===== src/rtl/alu_pkg.sv =====
// Shared types for the sequential ALU: opcode and FSM state enums, plus
// the helper that classifies an opcode as multi-cycle (shift-add / restoring divide).
package alu_pkg;

  localparam int OP_W = 4;

  typedef enum logic [OP_W-1:0] {
    OP_AND   = 4'b0000,
    OP_OR    = 4'b0001,
    OP_ADD   = 4'b0010,
    OP_SUB   = 4'b0110,
    OP_SLT   = 4'b0111,
    OP_MUL   = 4'b1000,
    OP_MULHU = 4'b1001,
    OP_DIV   = 4'b1100,
    OP_DIVU  = 4'b1101,
    OP_REM   = 4'b1110,
    OP_REMU  = 4'b1111
  } alu_op_e;

  typedef enum logic [1:0] {
    IDLE = 2'd0,
    BUSY = 2'd1,
    DONE = 2'd2
  } alu_state_e;

  // Takes the raw opcode bits so undefined codes never pass through an enum cast.
  function automatic logic is_iter(input logic [OP_W-1:0] op);
    logic r_res;
    r_res = 1'b0;
    case (op)
      OP_MUL, OP_MULHU, OP_DIV, OP_DIVU, OP_REM, OP_REMU: r_res = 1'b1;
      default: r_res = 1'b0;
    endcase
    return r_res;
  endfunction

endpackage


===== src/rtl/alu_muldiv_iter.sv =====
// Iterative engine: 1 bit per cycle shift-add multiply or restoring unsigned divide.
// result_o is the post-step value, so the final iteration's result is visible while done_o=1.
module alu_muldiv_iter #(
  parameter int WIDTH = 32
) (
  input  logic               clk_i,
  input  logic               rst_ni,
  input  logic               start_i,
  input  logic               abort_i,
  input  logic               mul_i,
  input  logic [WIDTH-1:0]   a_i,
  input  logic [WIDTH-1:0]   b_i,
  output logic               busy_o,
  output logic               done_o,
  output logic [2*WIDTH-1:0] result_o
);

  localparam int CNT_W = $clog2(WIDTH + 1);

  logic [WIDTH-1:0] r_hi;
  logic [WIDTH-1:0] r_lo;
  logic [WIDTH-1:0] r_b;
  logic             r_mul;
  logic [CNT_W-1:0] r_cnt;
  logic             r_busy;

  logic [WIDTH:0]   w_sum;
  logic [WIDTH:0]   w_trial;
  logic [WIDTH-1:0] w_hi_next;
  logic [WIDTH-1:0] w_lo_next;

  assign w_sum = {1'b0, r_hi} + (r_lo[0] ? {1'b0, r_b} : '0);
  // Partial remainder stays below the divisor, so WIDTH+1 bits hold the signed trial.
  assign w_trial = {r_hi, r_lo[WIDTH-1]} - {1'b0, r_b};

  always_comb begin
    w_hi_next = r_hi;
    w_lo_next = r_lo;
    if (r_mul) begin
      w_hi_next = w_sum[WIDTH:1];
      w_lo_next = {w_sum[0], r_lo[WIDTH-1:1]};
    end else if (!w_trial[WIDTH]) begin
      w_hi_next = w_trial[WIDTH-1:0];
      w_lo_next = {r_lo[WIDTH-2:0], 1'b1};
    end else begin
      w_hi_next = {r_hi[WIDTH-2:0], r_lo[WIDTH-1]};
      w_lo_next = {r_lo[WIDTH-2:0], 1'b0};
    end
  end

  always_ff @(posedge clk_i or negedge rst_ni) begin
    if (!rst_ni) begin
      r_hi   <= '0;
      r_lo   <= '0;
      r_b    <= '0;
      r_mul  <= 1'b0;
      r_cnt  <= '0;
      r_busy <= 1'b0;
    end else if (abort_i) begin
      r_cnt  <= '0;
      r_busy <= 1'b0;
    end else if (start_i) begin
      r_hi   <= '0;
      r_lo   <= a_i;
      r_b    <= b_i;
      r_mul  <= mul_i;
      r_cnt  <= CNT_W'(WIDTH - 1);
      r_busy <= 1'b1;
    end else if (r_busy) begin
      r_hi <= w_hi_next;
      r_lo <= w_lo_next;
      if (r_cnt == '0) begin
        r_busy <= 1'b0;
      end else begin
        r_cnt <= r_cnt - 1'b1;
      end
    end
  end

  assign busy_o   = r_busy;
  assign done_o   = r_busy && (r_cnt == '0);
  assign result_o = {w_hi_next, w_lo_next};

endmodule


===== src/rtl/alu_muldiv_seq.sv =====
// Multi-cycle RV32 execute ALU with valid/ready handshake and registered results.
// Optional ALU_EARLY_EXIT_EN: degenerate iterative ops (b==0, or MUL/MULHU with a==0) finish in 1 cycle.
module alu_muldiv_seq
  import alu_pkg::*;
#(
  parameter int WIDTH = 32
) (
  input  logic             clk_i,
  input  logic             rst_ni,
  input  logic             flush_i,
  input  logic             valid_i,
  output logic             ready_o,
  input  logic [WIDTH-1:0] a_num_i,
  input  logic [WIDTH-1:0] b_num_i,
  input  logic [OP_W-1:0]  alu_op_i,
  output logic             valid_o,
  input  logic             ready_i,
  output logic [WIDTH-1:0] c_num_o,
  output logic             zero_o,
  output logic             illegal_o
);

  alu_state_e       r_state;
  logic             r_ready;
  logic             r_valid;
  logic [WIDTH-1:0] r_c;
  logic             r_zero;
  logic             r_illegal;
  logic             r_hi_sel;
  logic             r_neg;

  logic             w_iter;
  logic             w_is_mul;
  logic             w_hi_sel;
  logic             w_neg_a;
  logic             w_neg_b;
  logic             w_b_zero;
  logic             w_neg;
  logic [WIDTH-1:0] w_mag_a;
  logic [WIDTH-1:0] w_mag_b;
  logic             w_early;
  logic [WIDTH-1:0] w_early_c;
  logic [WIDTH-1:0] w_single_c;
  logic             w_single_ill;
  logic [WIDTH-1:0] w_fast_c;
  logic             w_start;
  logic             w_iter_busy;
  logic             w_iter_done;
  logic [2*WIDTH-1:0] w_iter_res;
  logic [WIDTH-1:0] w_raw;
  logic [WIDTH-1:0] w_fixed;

  assign w_iter   = is_iter(alu_op_i);
  assign w_is_mul = (alu_op_i == OP_MUL) || (alu_op_i == OP_MULHU);
  assign w_hi_sel = (alu_op_i == OP_MULHU) || (alu_op_i == OP_REM) || (alu_op_i == OP_REMU);
  assign w_b_zero = (b_num_i == '0);

  // Signed divide runs on magnitudes; the quotient sign is suppressed for b==0 so DIV yields all-ones.
  assign w_neg_a = ((alu_op_i == OP_DIV) || (alu_op_i == OP_REM)) && a_num_i[WIDTH-1];
  assign w_neg_b = ((alu_op_i == OP_DIV) || (alu_op_i == OP_REM)) && b_num_i[WIDTH-1];
  assign w_mag_a = w_neg_a ? -a_num_i : a_num_i;
  assign w_mag_b = w_neg_b ? -b_num_i : b_num_i;
  assign w_neg   = (alu_op_i == OP_DIV) ? ((w_neg_a ^ w_neg_b) && !w_b_zero) :
                   (alu_op_i == OP_REM) ? w_neg_a : 1'b0;

`ifdef ALU_EARLY_EXIT_EN
  logic w_a_zero;
  assign w_a_zero  = (a_num_i == '0);
  assign w_early   = w_iter && (w_b_zero || (w_is_mul && w_a_zero));
  assign w_early_c = w_is_mul ? '0 : (w_hi_sel ? a_num_i : '1);
`else
  assign w_early   = 1'b0;
  assign w_early_c = '0;
`endif

  always_comb begin
    w_single_c   = '0;
    w_single_ill = 1'b0;
    case (alu_op_i)
      OP_AND:  w_single_c = a_num_i & b_num_i;
      OP_OR:   w_single_c = a_num_i | b_num_i;
      OP_ADD:  w_single_c = a_num_i + b_num_i;
      OP_SUB:  w_single_c = a_num_i - b_num_i;
      OP_SLT:  w_single_c = {{(WIDTH-1){1'b0}}, ($signed(a_num_i) < $signed(b_num_i))};
      default: w_single_ill = !w_iter;
    endcase
  end

  assign w_fast_c = w_early ? w_early_c : w_single_c;
  assign w_start  = (r_state == IDLE) && valid_i && !flush_i && w_iter && !w_early;

  alu_muldiv_iter #(
    .WIDTH (WIDTH)
  ) u_iter (
    .clk_i    (clk_i),
    .rst_ni   (rst_ni),
    .start_i  (w_start),
    .abort_i  (flush_i),
    .mul_i    (w_is_mul),
    .a_i      (w_is_mul ? a_num_i : w_mag_a),
    .b_i      (w_is_mul ? b_num_i : w_mag_b),
    .busy_o   (w_iter_busy),
    .done_o   (w_iter_done),
    .result_o (w_iter_res)
  );

  assign w_raw   = r_hi_sel ? w_iter_res[2*WIDTH-1:WIDTH] : w_iter_res[WIDTH-1:0];
  assign w_fixed = r_neg ? -w_raw : w_raw;

  always_ff @(posedge clk_i or negedge rst_ni) begin
    if (!rst_ni) begin
      r_state   <= IDLE;
      r_ready   <= 1'b1;
      r_valid   <= 1'b0;
      r_c       <= '0;
      r_zero    <= 1'b1;
      r_illegal <= 1'b0;
      r_hi_sel  <= 1'b0;
      r_neg     <= 1'b0;
    end else if (flush_i) begin
      r_state <= IDLE;
      r_ready <= 1'b1;
      r_valid <= 1'b0;
    end else begin
      case (r_state)
        IDLE: begin
          if (valid_i) begin
            r_ready <= 1'b0;
            if (w_iter && !w_early) begin
              r_state  <= BUSY;
              r_hi_sel <= w_hi_sel;
              r_neg    <= w_neg;
            end else begin
              r_state   <= DONE;
              r_valid   <= 1'b1;
              r_c       <= w_fast_c;
              r_zero    <= (w_fast_c == '0);
              r_illegal <= w_single_ill;
            end
          end
        end
        BUSY: begin
          if (w_iter_busy && w_iter_done) begin
            r_state   <= DONE;
            r_valid   <= 1'b1;
            r_c       <= w_fixed;
            r_zero    <= (w_fixed == '0);
            r_illegal <= 1'b0;
          end
        end
        DONE: begin
          if (ready_i) begin
            r_state <= IDLE;
            r_valid <= 1'b0;
            r_ready <= 1'b1;
          end
        end
        default: r_state <= IDLE;
      endcase
    end
  end

  assign ready_o   = r_ready;
  assign valid_o   = r_valid;
  assign c_num_o   = r_c;
  assign zero_o    = r_zero;
  assign illegal_o = r_illegal;

endmodule

===== config.mk =====
export PLATFORM = sky130hd
export DESIGN_NAME = alu_muldiv_seq
export DESIGN_NICKNAME = d
export VERILOG_FILES = /design/src/rtl/alu_pkg.sv /design/src/rtl/alu_muldiv_iter.sv /design/src/rtl/alu_muldiv_seq.sv
export SDC_FILE = /design/constraint.sdc
export NUM_CORES = 1
export LEC_CHECK = 0
export BUFFER_PORTS_ARGS = -buffer_cell sky130_fd_sc_hd__buf_2
export CAP_MARGIN = 20
export CORE_ASPECT_RATIO = 1.75
export CORE_MARGIN = 4
export CORE_UTILIZATION = 35
export DETAILED_ROUTE_END_ITERATION = 12
export GPL_ROUTABILITY_DRIVEN = 0
export HOLD_SLACK_MARGIN = 0.05
export MAX_ROUTING_LAYER = met4
export PLACE_DENSITY_LB_ADDON = 0.05
export SLEW_MARGIN = 25
export SYNTH_ARGS = -nofsm -noshare
export SYNTH_HDL_FRONTEND = slang
export SYNTH_HIERARCHICAL = 1
export SYNTH_SLANG_ARGS = --single-unit

===== constraint.sdc =====
create_clock -name clk_i -period 5.6 [get_ports clk_i]
set_input_delay 1.4 -clock clk_i [delete_from_list [all_inputs] [get_ports clk_i]]
set_output_delay 1.4 -clock clk_i [all_outputs]
set_load 0.1 [all_outputs]

==> implementation parameters <==
Parameter                              Value

Finish
  Fraction of final layout cells with drive strength greater than 1 ... 0.1762
  Area growth, synth to finish ... 18.37%
  NumNets Final ... ~3100
  Number of antenna repair diodes ... 0
  Post-route standard cell area excluding fillers ... about 23000 um2

GRT
  Global-route wire length before repair ... around 130 mm
  Aggregate global-route resource usage ... 0.2887
  Antenna violations before repair ... 0
  Via count of the first global-routing pass ... 21290
  Pin count of the biggest net entering global routing ... 80
  Leftover overflow at the end of global routing ... 0

Yosys
  Summed instance area of the synthesized netlist ... ~19000 um2
  Yosys warnings ... 6
  Cells after Synth ... 2600
  Mapped Avg Cell Area ... around 7.4 um2
  Dominant cells by area after synthesis ... sky130_fd_sc_hd__dfrtp_1 18%, sky130_fd_sc_hd__ha_1 11%, sky130_fd_sc_hd__o21ai_0 6.7%
  Number of flops mapped to enable cells by yosys ... 0
  Portion of the post-synthesis area used by sequential elements ... 0.1876
  Top-area cell type share of the netlist area ... 0.1848
  Number of synthesized register bits ... roughly 140
  Synth async-reset ratio ... 1.000
  Library cells used by synthesis ... 99
  Most instantiated library cell after synthesis ... sky130_fd_sc_hd__nand2_1
  Primary FF master, synth ... sky130_fd_sc_hd__dfrtp_1
  Library cell occupying the most area in the post-synthesis netlist ... sky130_fd_sc_hd__dfrtp_1
  Syn nets ... between 2000 and 3000
  Most frequent cells after synthesis ... 279 x sky130_fd_sc_hd__nand2_1, 258 x sky130_fd_sc_hd__o21ai_0, 216 x sky130_fd_sc_hd__a21oi_1, 172 x sky130_fd_sc_hd__nor2_1, 171 x sky130_fd_sc_hd__ha_1

Clocking
  H-Tree Level Count ... 4
  Number of sinks driven by the clock tree ... around 140
  Buffer levels on the longest clock path ... 3
  CTS tree ... yes
  # hold bufs at CTS ... 0
  Clock latency on the worst-skew pair ... ~0.52 ns
  Clock input transition at the sequential cells of the worst setup and hold paths ... around 0.060 ns
  Number of CTS-inserted buffers ... 25
  Root buffer selected by CTS ... sky130_fd_sc_hd__clkbuf_16

Placed design
  Port bufs ... 108
  DP Wirelength ... 69.91 mm
  Post-detailed-placement cell area ... about 22000 um2
  Worst slack after detailed placement ... -0.06059 ns

Drt
  WL per Instance ... approximately 24 um
  Post-DR vias/cell ... around 6.0
  Drt drc ... 0
  Detailed-route via count ... ~21000
  Detailed-router iteration count before antenna repair ... 5
  Number of routed nets with antenna violations ... 0
  Violation count after the first detailed-route iteration ... roughly 1200
  Final routed wirelength across all metal layers ... between 80 and 90 mm

Timing
  Total count of hold-check failures in the final report ... 0
  Accumulated negative setup slack ... 0 ns
  Slew at the pin with the worst max-slew slack ... a little over 1 ns
  Max-slew headroom ... 0.3117
  Setup clock skew after layout ... approximately 0.024 ns
  Maximum frequency from static timing analysis ... around 180 MHz
  Period utilisation layout ... 0.9782
  Crit path setup slack, layout ... 0.1219 ns
  Hold Worst Slack ... about 0.48 ns
  RSZ-0062 raised after global routing ... true
  Setup violators final ... 0
  Max-slew violation total from the final report ... 0
  Tmin final ... 5.478 ns

Setup path
  Crit-path most repeated cell ... sky130_fd_sc_hd__buf_4
  Buffers and inverters on the worst path ... 4
  Worst-path maximum fanout ... 7
  Required arrival time at the worst endpoint ... roughly 6.0 ns
  Worst setup path class ... flop to flop
  Critical path capture point type ... flop
  Cells traversed along the worst timing path ... ha_1 > a21oi_2 > o21ai_2 > a221o_1 > a21o_4 > buf_6 > o31a_1 > buf_4 > or4_1 > a31oi_4 > buf_4 > nor3b_1 > o21ai_1 > nand2_1 > xor2_1 > nor4_2 > nand3_1 > or4_4 > nor4_2 > buf_4 > a32oi_1 > o31ai_1
  CP max stage cell ... sky130_fd_sc_hd__or4_1
  Family with the most delay on the worst path ... simple AND/OR/NAND/NOR gates
  Crit path largest cell delay ... slightly below 0.6 ns
  CP startpoint kind ... flop
  Arrival time of data at the critical path endpoint ... a little under 6 ns

Outcome
  Outcome ... finished, final reports clean

Floorplanning
  Core Footprint ... approximately 54000 um2
  Ports placed on the boundary ... 109
  Overall die width ... 185.2 um
  Row cnt ... approximately 110
  Die area ... slightly below 60000 um2
  Initial cell density of the core ... 0.3541
  Die Ht ... between 300 and 400 um

Pwr
  Sequential fraction of design power ... 0.140
  Combinational power share ... 0.750
  Cell Int Power ... ~6200 uW
  Pwr per Cell Area ... about 580 nW/um2
  Static leakage ... between 0.01 and 0.015 uW
  Power share of the clock group ... 0.110
  Worst-case vdd ir drop ... around 0.00025 V
  Switching power share of the total ... 0.5331
  Psw ... 7026 uW

Hold path
  Min-Delay Path Class ... flop to flop

Flow run
  Number of maximum-capacitance violations ... 0
## cell usage in the layout, fill, tap and decap left out, types with 11 or more instances in the layout
| cell type | Yosys | routed |
|---|---|---|
| sky130_fd_sc_hd__nor2b_1 | 15 | 15 |
| sky130_fd_sc_hd__buf_4 | 1 | 227 |
| sky130_fd_sc_hd__a31oi_1 | 40 | 39 |
| sky130_fd_sc_hd__a211oi_1 | 28 | 25 |
| sky130_fd_sc_hd__clkbuf_16 | 0 | 25 |
| sky130_fd_sc_hd__o21a_1 | 24 | 24 |
| sky130_fd_sc_hd__nand4_1 | 33 | 33 |
| sky130_fd_sc_hd__xnor2_1 | 99 | 99 |
| sky130_fd_sc_hd__and3_1 | 12 | 12 |
| sky130_fd_sc_hd__nand2b_1 | 30 | 30 |
| sky130_fd_sc_hd__nand2_1 | 279 | 278 |
| sky130_fd_sc_hd__o221ai_1 | 13 | 13 |
| sky130_fd_sc_hd__and2_1 | 49 | 47 |
| sky130_fd_sc_hd__nand3_1 | 60 | 59 |
| sky130_fd_sc_hd__o21ai_1 | 13 | 19 |
| sky130_fd_sc_hd__a21oi_1 | 216 | 215 |
| sky130_fd_sc_hd__nor2_1 | 172 | 171 |
| sky130_fd_sc_hd__mux2_2 | 47 | 47 |
| sky130_fd_sc_hd__o31ai_1 | 37 | 35 |
| sky130_fd_sc_hd__ha_1 | 171 | 169 |
| sky130_fd_sc_hd__a21o_1 | 36 | 35 |
| sky130_fd_sc_hd__o211ai_1 | 26 | 26 |
| sky130_fd_sc_hd__o21ai_0 | 258 | 249 |
| sky130_fd_sc_hd__mux2i_1 | 75 | 74 |
| sky130_fd_sc_hd__xor2_1 | 34 | 33 |
| sky130_fd_sc_hd__inv_1 | 160 | 160 |
| sky130_fd_sc_hd__or3_1 | 28 | 27 |
| sky130_fd_sc_hd__nor4_1 | 32 | 27 |
| sky130_fd_sc_hd__dfrtp_1 | 142 | 140 |
| sky130_fd_sc_hd__o31a_1 | 11 | 11 |
| sky130_fd_sc_hd__buf_2 | 24 | 107 |
| sky130_fd_sc_hd__o21bai_1 | 15 | 14 |
| sky130_fd_sc_hd__nor3_1 | 63 | 59 |
| sky130_fd_sc_hd__a22o_1 | 22 | 22 |
## flip-flops by register name, summed over array words and instances (netlist names)
name,cells
r_neg,1
u_iter/busy_o,1
u_iter/r_cnt,6
u_iter/r_hi,32
u_iter/r_mul,1
ready_o,1
r_hi_sel,1
zero_o,1
r_state,2
valid_o,1
u_iter/r_lo,32
c_num_o,32
illegal_o,1
u_iter/r_b,32
## power groups by stage
stage	logic, uW	registers, uW	clock network [uW]
after floorplan	5340	2480	0
after global placement	9400	1850	0
after detailed placement	9420	1850	0
after CTS	9510	1840	1470
after global routing	10600	1890	1510
final	9890	1840	1450
## worst register-to-register path, stage by stage, from the launching register on
cell and delay, ns:
sky130_fd_sc_hd__dfrtp_1 0.39, sky130_fd_sc_hd__ha_1 0.32, sky130_fd_sc_hd__a21oi_2 0.24, sky130_fd_sc_hd__o21ai_2 0.10, sky130_fd_sc_hd__a221o_1 0.34, sky130_fd_sc_hd__a21o_4 0.26
sky130_fd_sc_hd__buf_6 0.14, sky130_fd_sc_hd__o31a_1 0.36, sky130_fd_sc_hd__buf_4 0.19, sky130_fd_sc_hd__or4_1 0.58, sky130_fd_sc_hd__a31oi_4 0.25, sky130_fd_sc_hd__buf_4 0.17
sky130_fd_sc_hd__nor3b_1 0.05, sky130_fd_sc_hd__o21ai_1 0.17, sky130_fd_sc_hd__nand2_1 0.09, sky130_fd_sc_hd__xor2_1 0.20, sky130_fd_sc_hd__nor4_2 0.29, sky130_fd_sc_hd__nand3_1 0.19
sky130_fd_sc_hd__or4_4 0.47, sky130_fd_sc_hd__nor4_2 0.25, sky130_fd_sc_hd__buf_4 0.16, sky130_fd_sc_hd__a32oi_1 0.10, sky130_fd_sc_hd__o31ai_1 0.08
## cell families after synthesis
| kind of cell | synth area share |
|---|---|
| AO/OA/AOI/OAI | 0.2967 |
| AND/OR/NAND/NOR | 0.2095 |
| buffers and inverters | 0.06366 |
| adder cells (fa/ha/maj) | 0.1155 |
| flip-flops | 0.1876 |
| XOR/XNOR | 0.06060 |
| multiplexers | 0.06658 |
## metrics by stage
| stage | power [uW] | instances | utilization |
|---|---|---|---|
| after global placement | 11250 | 3479 | 0.4015 |
| final | 13180 | 3516 | 0.4191 |
| after floorplan | 7824 | 2600 | - |
| after global routing | 14040 | 3516 | 0.4191 |
| after CTS | 12820 | 3513 | 0.4156 |
| after detailed placement | 11270 | 3479 | 0.4015 |
## area by class of cell
class | instances | area [um2]
repair buffers | 338 | 2293
well taps | 690 | 863.3
inverters | 166 | 623.1
clock buffers | 31 | 678.2
clock inverters | 2 | 60.06
fillers | 5822 | 31540
flip-flops and latches | 144 | 3608
multi-input cells | 2145 | 14630
## repair_timing
item                       CTS  global route
setup endpoints to repair    3            10
gates resized for setup      4            44
buffers inserted             1             3
pin swaps                    3            12
## per-layer routing
layer  up-vias  part of all wire  track usage
li1       9923                 -            -
met1     10120              0.37       0.3095
met2       691              0.52       0.5223
met3       231             0.038      0.02436
met4         0             0.064       0.1485
met5         -                 0            -
## final timing paths
path,from,endpoint,slack [ns],depth (start not counted)
min in group asynchronous,rst_ni,c_num_o[8]$_DFFE_PN0P_,0.92,1
hold / removal,c_num_o[8]$_DFFE_PN0P_,c_num_o[8]$_DFFE_PN0P_,0.48,2
setup / recovery,u_iter/r_hi[24]$_DFFE_PN0P_,zero_o$_DFFE_PN1P_,0.12,22
hold reg to reg,c_num_o[8]$_DFFE_PN0P_,c_num_o[8]$_DFFE_PN0P_,0.48,2
max in group asynchronous,rst_ni,ready_o$_DFFE_PN1P_,3.57,2
setup reg to reg,u_iter/r_hi[24]$_DFFE_PN0P_,zero_o$_DFFE_PN1P_,0.12,22
Note: power is estimated with default switching activity, not from simulation.
